`config.mk`:
```
export PLATFORM = sky130hd
export DESIGN_NAME = seg_scan_ctrl
export DESIGN_NICKNAME = d
export VERILOG_FILES = /design/src/rtl/seg_scan_ctrl.sv
export SDC_FILE = /design/constraint.sdc
export NUM_CORES = 1
export LEC_CHECK = 0
export ABC_AREA = 1
export CAP_MARGIN = 30
export CORE_UTILIZATION = 51
export CTS_CLUSTER_DIAMETER = 40
export CTS_CLUSTER_SIZE = 10
export DETAILED_ROUTE_END_ITERATION = 7
export GPL_ROUTABILITY_DRIVEN = 1
export PLACE_DENSITY = 0.87
export SETUP_SLACK_MARGIN = 0.3
export SLEW_MARGIN = 20
export SYNTH_ARGS = -nofsm -noshare
export SYNTH_HDL_FRONTEND = slang
export SYNTH_SLANG_ARGS = --single-unit
```
`constraint.sdc`:
```
create_clock -name clk -period 1.9 [get_ports clk]
set_input_delay 0.475 -clock clk [delete_from_list [all_inputs] [get_ports clk]]
set_output_delay 0.475 -clock clk [all_outputs]
set_load 0.05 [all_outputs]
```
`src/rtl/seg_scan_ctrl.sv`:
```
// seg_scan_ctrl: time-multiplexed scan controller for a shared-decoder
// multi-digit 7-segment display, with dead time and frame-atomic updates.
//
// Ports:
//   clk, rst_n  clock (rising edge), async active-low reset
//   en          scan enable; 0 forces the display dark
//   load        1-cycle strobe capturing bcd_in ([3:0] = digit 0)
//   lz_blank    suppress leading zeros
//   bcd_out     BCD code to the shared decoder (4'hF when idle)
//   digit_en    one-hot active-high digit enables
//   frame_done  1-cycle pulse after the last digit's dwell
module seg_scan_ctrl #(
  parameter int NUM_DIGITS   = 4,
  parameter int DWELL_CYCLES = 1000,
  parameter int BLANK_CYCLES = 16
) (
  input  logic                    clk,
  input  logic                    rst_n,
  input  logic                    en,
  input  logic                    load,
  input  logic [4*NUM_DIGITS-1:0] bcd_in,
  input  logic                    lz_blank,
  output logic [3:0]              bcd_out,
  output logic [NUM_DIGITS-1:0]   digit_en,
  output logic                    frame_done
);

  localparam int CMAX = (DWELL_CYCLES > BLANK_CYCLES) ?
                        DWELL_CYCLES : BLANK_CYCLES;
  localparam int CW = $clog2(CMAX + 1);
  localparam int IW = $clog2(NUM_DIGITS);
  localparam int DW = 4 * NUM_DIGITS;

  localparam logic [CW-1:0] DWELL_LAST = CW'(DWELL_CYCLES - 1);
  localparam logic [CW-1:0] BLANK_LAST = CW'(BLANK_CYCLES - 1);
  localparam logic [IW-1:0] IDX_LAST   = IW'(NUM_DIGITS - 1);

  typedef enum logic [1:0] {
    IDLE  = 2'd0,
    BLANK = 2'd1,
    DRIVE = 2'd2
  } state_t;

  state_t state;
  state_t state_nx;

  logic [IW-1:0]         idx;
  logic [IW-1:0]         idx_nx;
  logic [CW-1:0]         cnt;
  logic [CW-1:0]         cnt_nx;
  logic [DW-1:0]         shadow;
  logic [DW-1:0]         shadow_nx;
  logic [DW-1:0]         active;
  logic [DW-1:0]         active_nx;
  logic                  pending;
  logic                  pending_nx;
  logic                  wrap;
  logic                  zero_hi;
  logic [NUM_DIGITS-1:0] lz_mask;
  logic [3:0]            bcd_nx;
  logic [NUM_DIGITS-1:0] den_nx;

  always_ff @(posedge clk or negedge rst_n) begin
    if (!rst_n) begin
      state      <= IDLE;
      idx        <= '0;
      cnt        <= '0;
      shadow     <= '0;
      active     <= '0;
      pending    <= 1'b0;
      bcd_out    <= 4'hF;
      digit_en   <= '0;
      frame_done <= 1'b0;
    end else begin
      state      <= state_nx;
      idx        <= idx_nx;
      cnt        <= cnt_nx;
      shadow     <= shadow_nx;
      active     <= active_nx;
      pending    <= pending_nx;
      bcd_out    <= bcd_nx;
      digit_en   <= den_nx;
      frame_done <= wrap;
    end
  end

  // Sequencing: wrap marks the edge closing the last digit's dwell.
  always_comb begin
    state_nx = state;
    idx_nx   = idx;
    cnt_nx   = cnt;
    wrap     = 1'b0;
    unique case (state)
      IDLE: begin
        if (en) begin
          state_nx = BLANK;
          idx_nx   = '0;
          cnt_nx   = '0;
        end
      end
      BLANK: begin
        if (cnt == BLANK_LAST) begin
          state_nx = DRIVE;
          cnt_nx   = '0;
        end else begin
          cnt_nx = cnt + CW'(1);
        end
      end
      DRIVE: begin
        if (cnt == DWELL_LAST) begin
          state_nx = BLANK;
          cnt_nx   = '0;
          if (idx == IDX_LAST) begin
            idx_nx = '0;
            wrap   = 1'b1;
          end else begin
            idx_nx = idx + IW'(1);
          end
        end else begin
          cnt_nx = cnt + CW'(1);
        end
      end
      default: begin
        state_nx = IDLE;
        idx_nx   = '0;
        cnt_nx   = '0;
      end
    endcase
    if (!en) begin
      state_nx = IDLE;
      idx_nx   = '0;
      cnt_nx   = '0;
      wrap     = 1'b0;
    end
  end

  // Data path: a load on the wrap edge bypasses the shadow so the
  // newest value is what the starting frame shows.
  always_comb begin
    shadow_nx  = shadow;
    active_nx  = active;
    pending_nx = pending;
    if (wrap && pending) begin
      active_nx  = shadow;
      pending_nx = 1'b0;
    end
    if (load) begin
      shadow_nx  = bcd_in;
      pending_nx = 1'b1;
      if (state == IDLE || wrap) begin
        active_nx = bcd_in;
      end
      if (wrap) begin
        pending_nx = 1'b0;
      end
    end
  end

  // Digit i>0 is a leading zero when it and every higher digit are 0.
  always_comb begin
    zero_hi = 1'b1;
    lz_mask = '0;
    for (int i = NUM_DIGITS - 1; i >= 0; i--) begin
      zero_hi    = zero_hi & (active_nx[4*i +: 4] == 4'd0);
      lz_mask[i] = zero_hi & (i != 0);
    end
  end

  always_comb begin
    bcd_nx = 4'hF;
    den_nx = '0;
    unique case (state_nx)
      BLANK: begin
        bcd_nx = active_nx[4*idx_nx +: 4];
      end
      DRIVE: begin
        bcd_nx = active_nx[4*idx_nx +: 4];
        if (!(lz_blank && lz_mask[idx_nx])) begin
          den_nx = NUM_DIGITS'(1) << idx_nx;
        end
      end
      default: begin
        bcd_nx = 4'hF;
        den_nx = '0;
      end
    endcase
  end

endmodule

```
* After elaboration in Yosys (flattened, before gate mapping) *
Cells that the tools add are included.

storage, ports and cells
  output and inout bits = 9
  logic and storage cells = 59
  bits of input ports = 21
  flip-flop bits (word level) = 56

cells by class
  eq/ne operators = 7
  muxes and demuxes = 27
  reductions and logical operators = 9
  shifts and indexed selects = 2
  bitwise gates (word level) = 2
  $add $sub $neg = 2
  $lt $le $gt $ge = 1

operators with widths
  cell                     count
  $mux W16                 3
  $mux W10                 3
  $pmux W10 S2             1
  $shiftx A16 B5 Y4        1
  $logic_not A4 Y1         3
  $mux W2                  6
  $mux W4                  3
  $add A10 B1 Y10 const B  1
  $eq A10 B10 Y1 const B   1
  $eq A10 B4 Y1 const B    1
  $mux W1                  8
  $eq A2 B2 Y1 const B     3
  $pmux W2 S3              1
  $eq A2 B1 Y1 const B     2
  $pmux W2 S2              1
  $shl A1 B2 Y4 const A    1
  $lt A2 B3 Y1 const B     1
  $add A2 B1 Y2 const B    1
  $and A1 B1 Y1            2
  $bmux W1 S2              1
  $logic_and A1 B1 Y1      2
  $logic_not A2 Y1         1
  $reduce_bool A2 Y1       1
  $reduce_or A2 Y1         1
  $logic_or A1 B1 Y1       1

* Logic depth before layout (Yosys ltp) *
  depth after elaboration = 17
  mapped depth = 16
  gate-level depth less buffers = 16

* Least setup slack after synthesis *
Ideal clock, no wire load.

  path kind = register -> register
  start = reg state[0]
  end = reg digit_en[1]
  arrival time = 1.901 ns
  clock period less this slack = 2.019 ns
  stages on the path, launching flop included = 16
  setup time = 0.119 ns
  setup slack = -0.119 ns
  path buffers = 2
  path through = dfrtp_1 inv_1 ha_1 nand2_1 nor2_4 nand4_4 nand2_2 nand2_2 buf_6 buf_6 nand3_2 o211ai_1 nor2_1 nor2_2 nor2_2 nor2_1

on the way
  longest elaborated chain between the ends = 15
  elaborated cells on any way between the ends = 28
  classes of those cells = eq/ne: 3; shift: 1; mux: 15; bitwise: 2; reduce/logical: 7

ends and longest elaborated chain
  element                        RTL line  source
  from (decl)                    44        state_t state;
  from (signal assigned)         75        state <= state_nx;
  $eq A2 B2 Y1                   93        unique case (state)
  $mux W1                        93
  $mux W1                        129       if (!en) begin
  $logic_and A1 B1 Y1            143       if (wrap && pending) begin
  $mux W16                       143
  $mux W16                       150       if (state == IDLE || wrap) begin
  $mux W16                       147       if (load) begin
  $logic_not A4 Y1               164       zero_hi = zero_hi & (active_nx[4*i +: 4] == 4'd0);
  $and A1 B1 Y1 (2 in series)    164
  $bmux W1 S2                    178       if (!(lz_blank && lz_mask[idx_nx])) begin
  $mux W1 (implied by the code)  178
  $logic_and A1 B1 Y1            178
  $mux W4                        178
  $mux W4 *                      172       unique case (state_nx)
  named net den_nx[1]            61        logic [NUM_DIGITS-1:0] den_nx;
  to (signal assigned)           82        digit_en <= den_nx;
  to (decl)                      24        output logic [NUM_DIGITS-1:0] digit_en,

Mark *: on every way through the listed nets, which the timed path passes. The rest lies on a longest branch. The select of a mux whose other input is x is not followed.
A chain may end at the register's enable or synchronous reset.

* Worst setup path in the final report *
  start = reg cnt[1]
  end = reg digit_en[1]

on the way
  longest elaborated chain between the ends = 16
  elaborated cells on any way between the ends = 29
  classes of those cells = eq/ne: 3; shift: 1; mux: 17; bitwise: 2; reduce/logical: 6

ends and longest elaborated chain
  element                        RTL line  source
  from (decl)                    49        logic [CW-1:0] cnt;
  from (signal assigned)         77        cnt <= cnt_nx;
  $eq A10 B10 Y1                 110       if (cnt == DWELL_LAST) begin
  $mux W1                        110
  $mux W1                        93
  $mux W1                        129
  $logic_and A1 B1 Y1            143
  $mux W16                       143
  $mux W16                       150
  $mux W16                       147
  $logic_not A4 Y1               164
  $and A1 B1 Y1 (2 in series)    164
  $bmux W1 S2                    178
  $mux W1 (implied by the code)  178
  $logic_and A1 B1 Y1            178
  $mux W4                        178
  $mux W4 *                      172
  named net den_nx[1]            61

Marks and branches as above.

==> summary.md <==
| Metric | Value |
|---|---|
| Slew HR | `62.3%` |
| Die area | `5940 um^2` |
| Netlist cell types | `34` |
| Ys Warns | `0` |
| Critical path peak fanout | `3` |
| Reg-to-reg critical path endpoint | `digit_en[1]` |
| Layout fillers | `284` |
| Max Cap Viol | `0` |
| Drt pass-1 iters | `5` |
| Met3 routed WL | `743 um` |
| DP HPWL | `between 5 and 6 mm` |
| DRT iter0 DRCs | `389` |
| Part of the cycle the worst path needs | `120%` |
| Crit. End Element | `flip-flop` |
| P_leak | `2.05 nW` |
| M1 WL | `3.78 mm` |
| Worst-skew pair later-pin latency | `about 320 ps` |
| Worst EP arrival | `around 2500 ps` |
| Port-buffer cells | `29` |
| Largest net degree at the start of global routing | `57` |
| Grt total ovfl | `0` |
| CTS Buffer Depth | `2` |
| Root Buffer | `clkbuf_8` |
| Clock Skews | `~11 ps` |
| GRT Resource Usage Total | `31.9%` |
| Slowest-stage cell, CP | `dfrtp_1` |
| Num CTS Buffers | `5` |
| Avg Inst Size Synth | `slightly above 8 um^2` |
| Hold Violations, Final | `0` |
| Max VDD drop | `0.000603 V` |
| WHS | `~140 ps` |
| I/O pins | `30` |
| Failing checks | `setup timing` |
| CTS tree | `built` |
| RSZ-0062 raised after global routing | `true` |
| Vias per std cell | `5.96` |
| Fin. max-slew vios | `0` |
| Drt wl/cell | `20.4 um` |
| RD Place Congestion | `0.880` |
| Worst-case reg-to-reg path depth | `15` |
| Fin cells | `just over 500` |
| Setup CP Type | `flip-flop to flip-flop` |
| Fraction of layout cells with a size suffix above 1 | `47.0%` |
| Initial Utilization | `between 50% and 60%` |
| Post-Syn Nets | `around 380` |
| Max Clock Freq | `439 MHz` |
| Slowest stage delay, CP | `about 410 ps` |
| Final-stage net count | `472` |
| CP Launch Type | `flip-flop` |
| Worst slew pin tran | `565 ps` |
| Worst min path class | `input pin to asynchronous set/reset pin` |
| H-tree Lvls | `2` |
| Post-layout util | `roughly 83%` |
| WL met2 | `5.32 mm` |
| Syn Inst Count | `between 300 and 400` |
| R2R Setup Slk | `-380 ps` |
| Outcome | `finished, violations left` |
| Mapped Area | `2870 um^2` |
| Register bit count reported by yosys | `56` |
| Detailed Route WL | `about 11 mm` |
| Sink Count | `56` |
| Core area | `5270 um^2` |
| Chip Width | `77.1 um` |
| Tmin final | `2280 ps` |
| Sequential fraction of the synthesis area | `48.9%` |
| Required time of the critical path | `2110 ps` |
| Synth-to-Final Area Change | `52.6%` |
| Cell repeated most along the worst path | `nand2_4` |
| Detailed-route via count | `between 3000 and 4000` |
| Die Span Y | `77.1 um` |
| Number of remaining DRC errors | `0` |
| Top sig layer | `met4` |
| Power density over the cells | `617 nW/um^2` |
| Number of diodes | `0` |
| Endpoints failing setup | `16` |
| Worst r2r src | `cnt[1]` |
| Hold buffers post-CTS | `0` |
| Post-DRT Antenna Nets | `0` |
| Clock Pin Slew Worst Setup and Hold Paths | `about 100 ps` |
| Vias in the first global route | `about 2900` |
| Antenna violations before repair | `0` |
| Dpl cells | `roughly 480` |
| First-pass GRT wire length | `14.5 mm` |
| CP cell instances | `ha_4 -> nand2_4 -> inv_4 -> nand2_1 -> nor2_1 -> nand4_1 -> buf_6 -> nand2_4 -> nand3_4 -> nand2_4 -> nand3_4 -> nor2_4 -> nand2_2 -> nor2_4 -> nor2_1` |
| Worst Setup Slack, final | `-379 ps` |
| Row cnt | `26` |
## per-stage QoR
stage          total power (W)  TNS [ps]  setup slack (ps)  area (um^2)
2_1_floorplan          0.00157     -22.7             -7.56         2930
3_3_place_gp           0.00174     -5200              -467         3560
3_5_place_dp           0.00176     -6360              -556         3560
4_1_cts                0.00253      -684              -115         4040
5_1_grt                0.00280     -4300              -515         4390
6_report               0.00271     -2690              -379         4390
## worst max path at each step
stage          startpoint           to  slack [ps]  depth (start not counted)
6_report           cnt[1]  digit_en[1]        -380                         15
5_1_grt            cnt[1]  digit_en[2]        -520                         15
4_1_cts            cnt[0]   bcd_out[0]        -110                         12
3_5_place_dp           en  digit_en[2]        -560                         12
3_3_place_gp           en  digit_en[3]        -470                         14
2_1_floorplan    state[0]  digit_en[1]          -8                         16
## layout by cell type (no fill, tap or decap), types with 2 or more instances in the layout
cell	n
nand2_1	57
dfrtp_1	51
buf_4	51
inv_1	36
nor2_1	25
nand2_2	20
buf_6	20
clkdlybuf4s50_1	17
nand2_4	13
nor2_4	13
nand3_2	13
nand3_1	13
inv_2	10
o21ai_0	9
o21ai_2	9
a21oi_1	8
nor2_2	7
clkbuf_8	6
nand3_4	5
a21oi_2	5
mux2_2	5
o21a_1	4
dfstp_2	4
inv_4	3
o21ai_4	3
ha_1	3
ha_4	3
or2_4	2
o211ai_1	2
nand4_1	2
nor3_2	2
nor3b_2	2
clkbuf_1	2
dlygate4sd2_1	2
buf_12	2
## cell families after synthesis
| group | synth area share [%] |
|---|---|
| buffers and inverters | 8.23 |
| AOI/OAI and AO/OA | 8.49 |
| muxes | 1.96 |
| DFF | 48.9 |
| adders and majority gates | 3.05 |
| and+or+nand+nor | 28.7 |
| xor gates and xnor gates | 0.610 |
## where the power goes
group,switching (W),internal (W),leakage [nW]
Clock,0.000391,0.000299,0.0455
Combinational,0.000386,0.000292,1.31
Sequential,0.0000511,0.00129,0.689
## flip-flops by register name, summed over array words and instances, names as in the netlist
register,count
active,16
bcd_out,4
cnt,10
digit_en,4
frame_done,1
idx,2
pending,1
shadow,16
state,2
## per-layer routing
metal  up-vias  track usage (%)
met2       203             56.7
li1       1298                -
met4         0             16.4
met1      1501             36.0
met5         -                0
met3        68             6.79
## cell usage after synthesis (all sizes together)
master | n | share of area, %
xor2 | 1 | 0.30
clkbuf | 4 | 0.52
nor4 | 1 | 0.22
nand3b | 1 | 0.26
ha | 7 | 3.0
buf | 3 | 1.2
a211oi | 1 | 0.26
o21a | 4 | 1.0
dfstp | 4 | 3.7
nand4 | 3 | 1.2
dfrtp | 52 | 45
nor2 | 45 | 7.4
or2 | 2 | 0.44
o211ai | 3 | 0.96
and2 | 1 | 0.22
nand3 | 31 | 5.7
nand2 | 89 | 12
nor3 | 2 | 0.35
mux2 | 5 | 2.0
xnor2 | 1 | 0.30
nor3b | 2 | 0.52
and3 | 1 | 0.22
a21oi | 13 | 2.4
o21ai | 22 | 3.8
inv | 50 | 6.5
## area by class of cell
type	instances	area, um^2	area share (%)
clock buffer	8	90.1	2.05
inverter	50	200	4.56
multi-input combinational	237	1750	39.8
sequential	56	1410	32.1
tap	70	87.6	2.00
timing repair buffer	94	856	19.5
## worst max-delay path: cells and delay by family (launching register included)
family	cells	cell delay [ps]
AND/OR/NAND/NOR	12	1240
flip-flops	1	410
adder cells (fa/ha/maj)	1	170
buffers and inverters	2	330
## timing repair
item	CTS	global route
pin swaps	32	33
cloned	2	1
setup buffers	11	10
endpoints found under the setup margin	34	37
gates resized for setup	84	66
No activity file was read; power rests on OpenSTA's default activity.
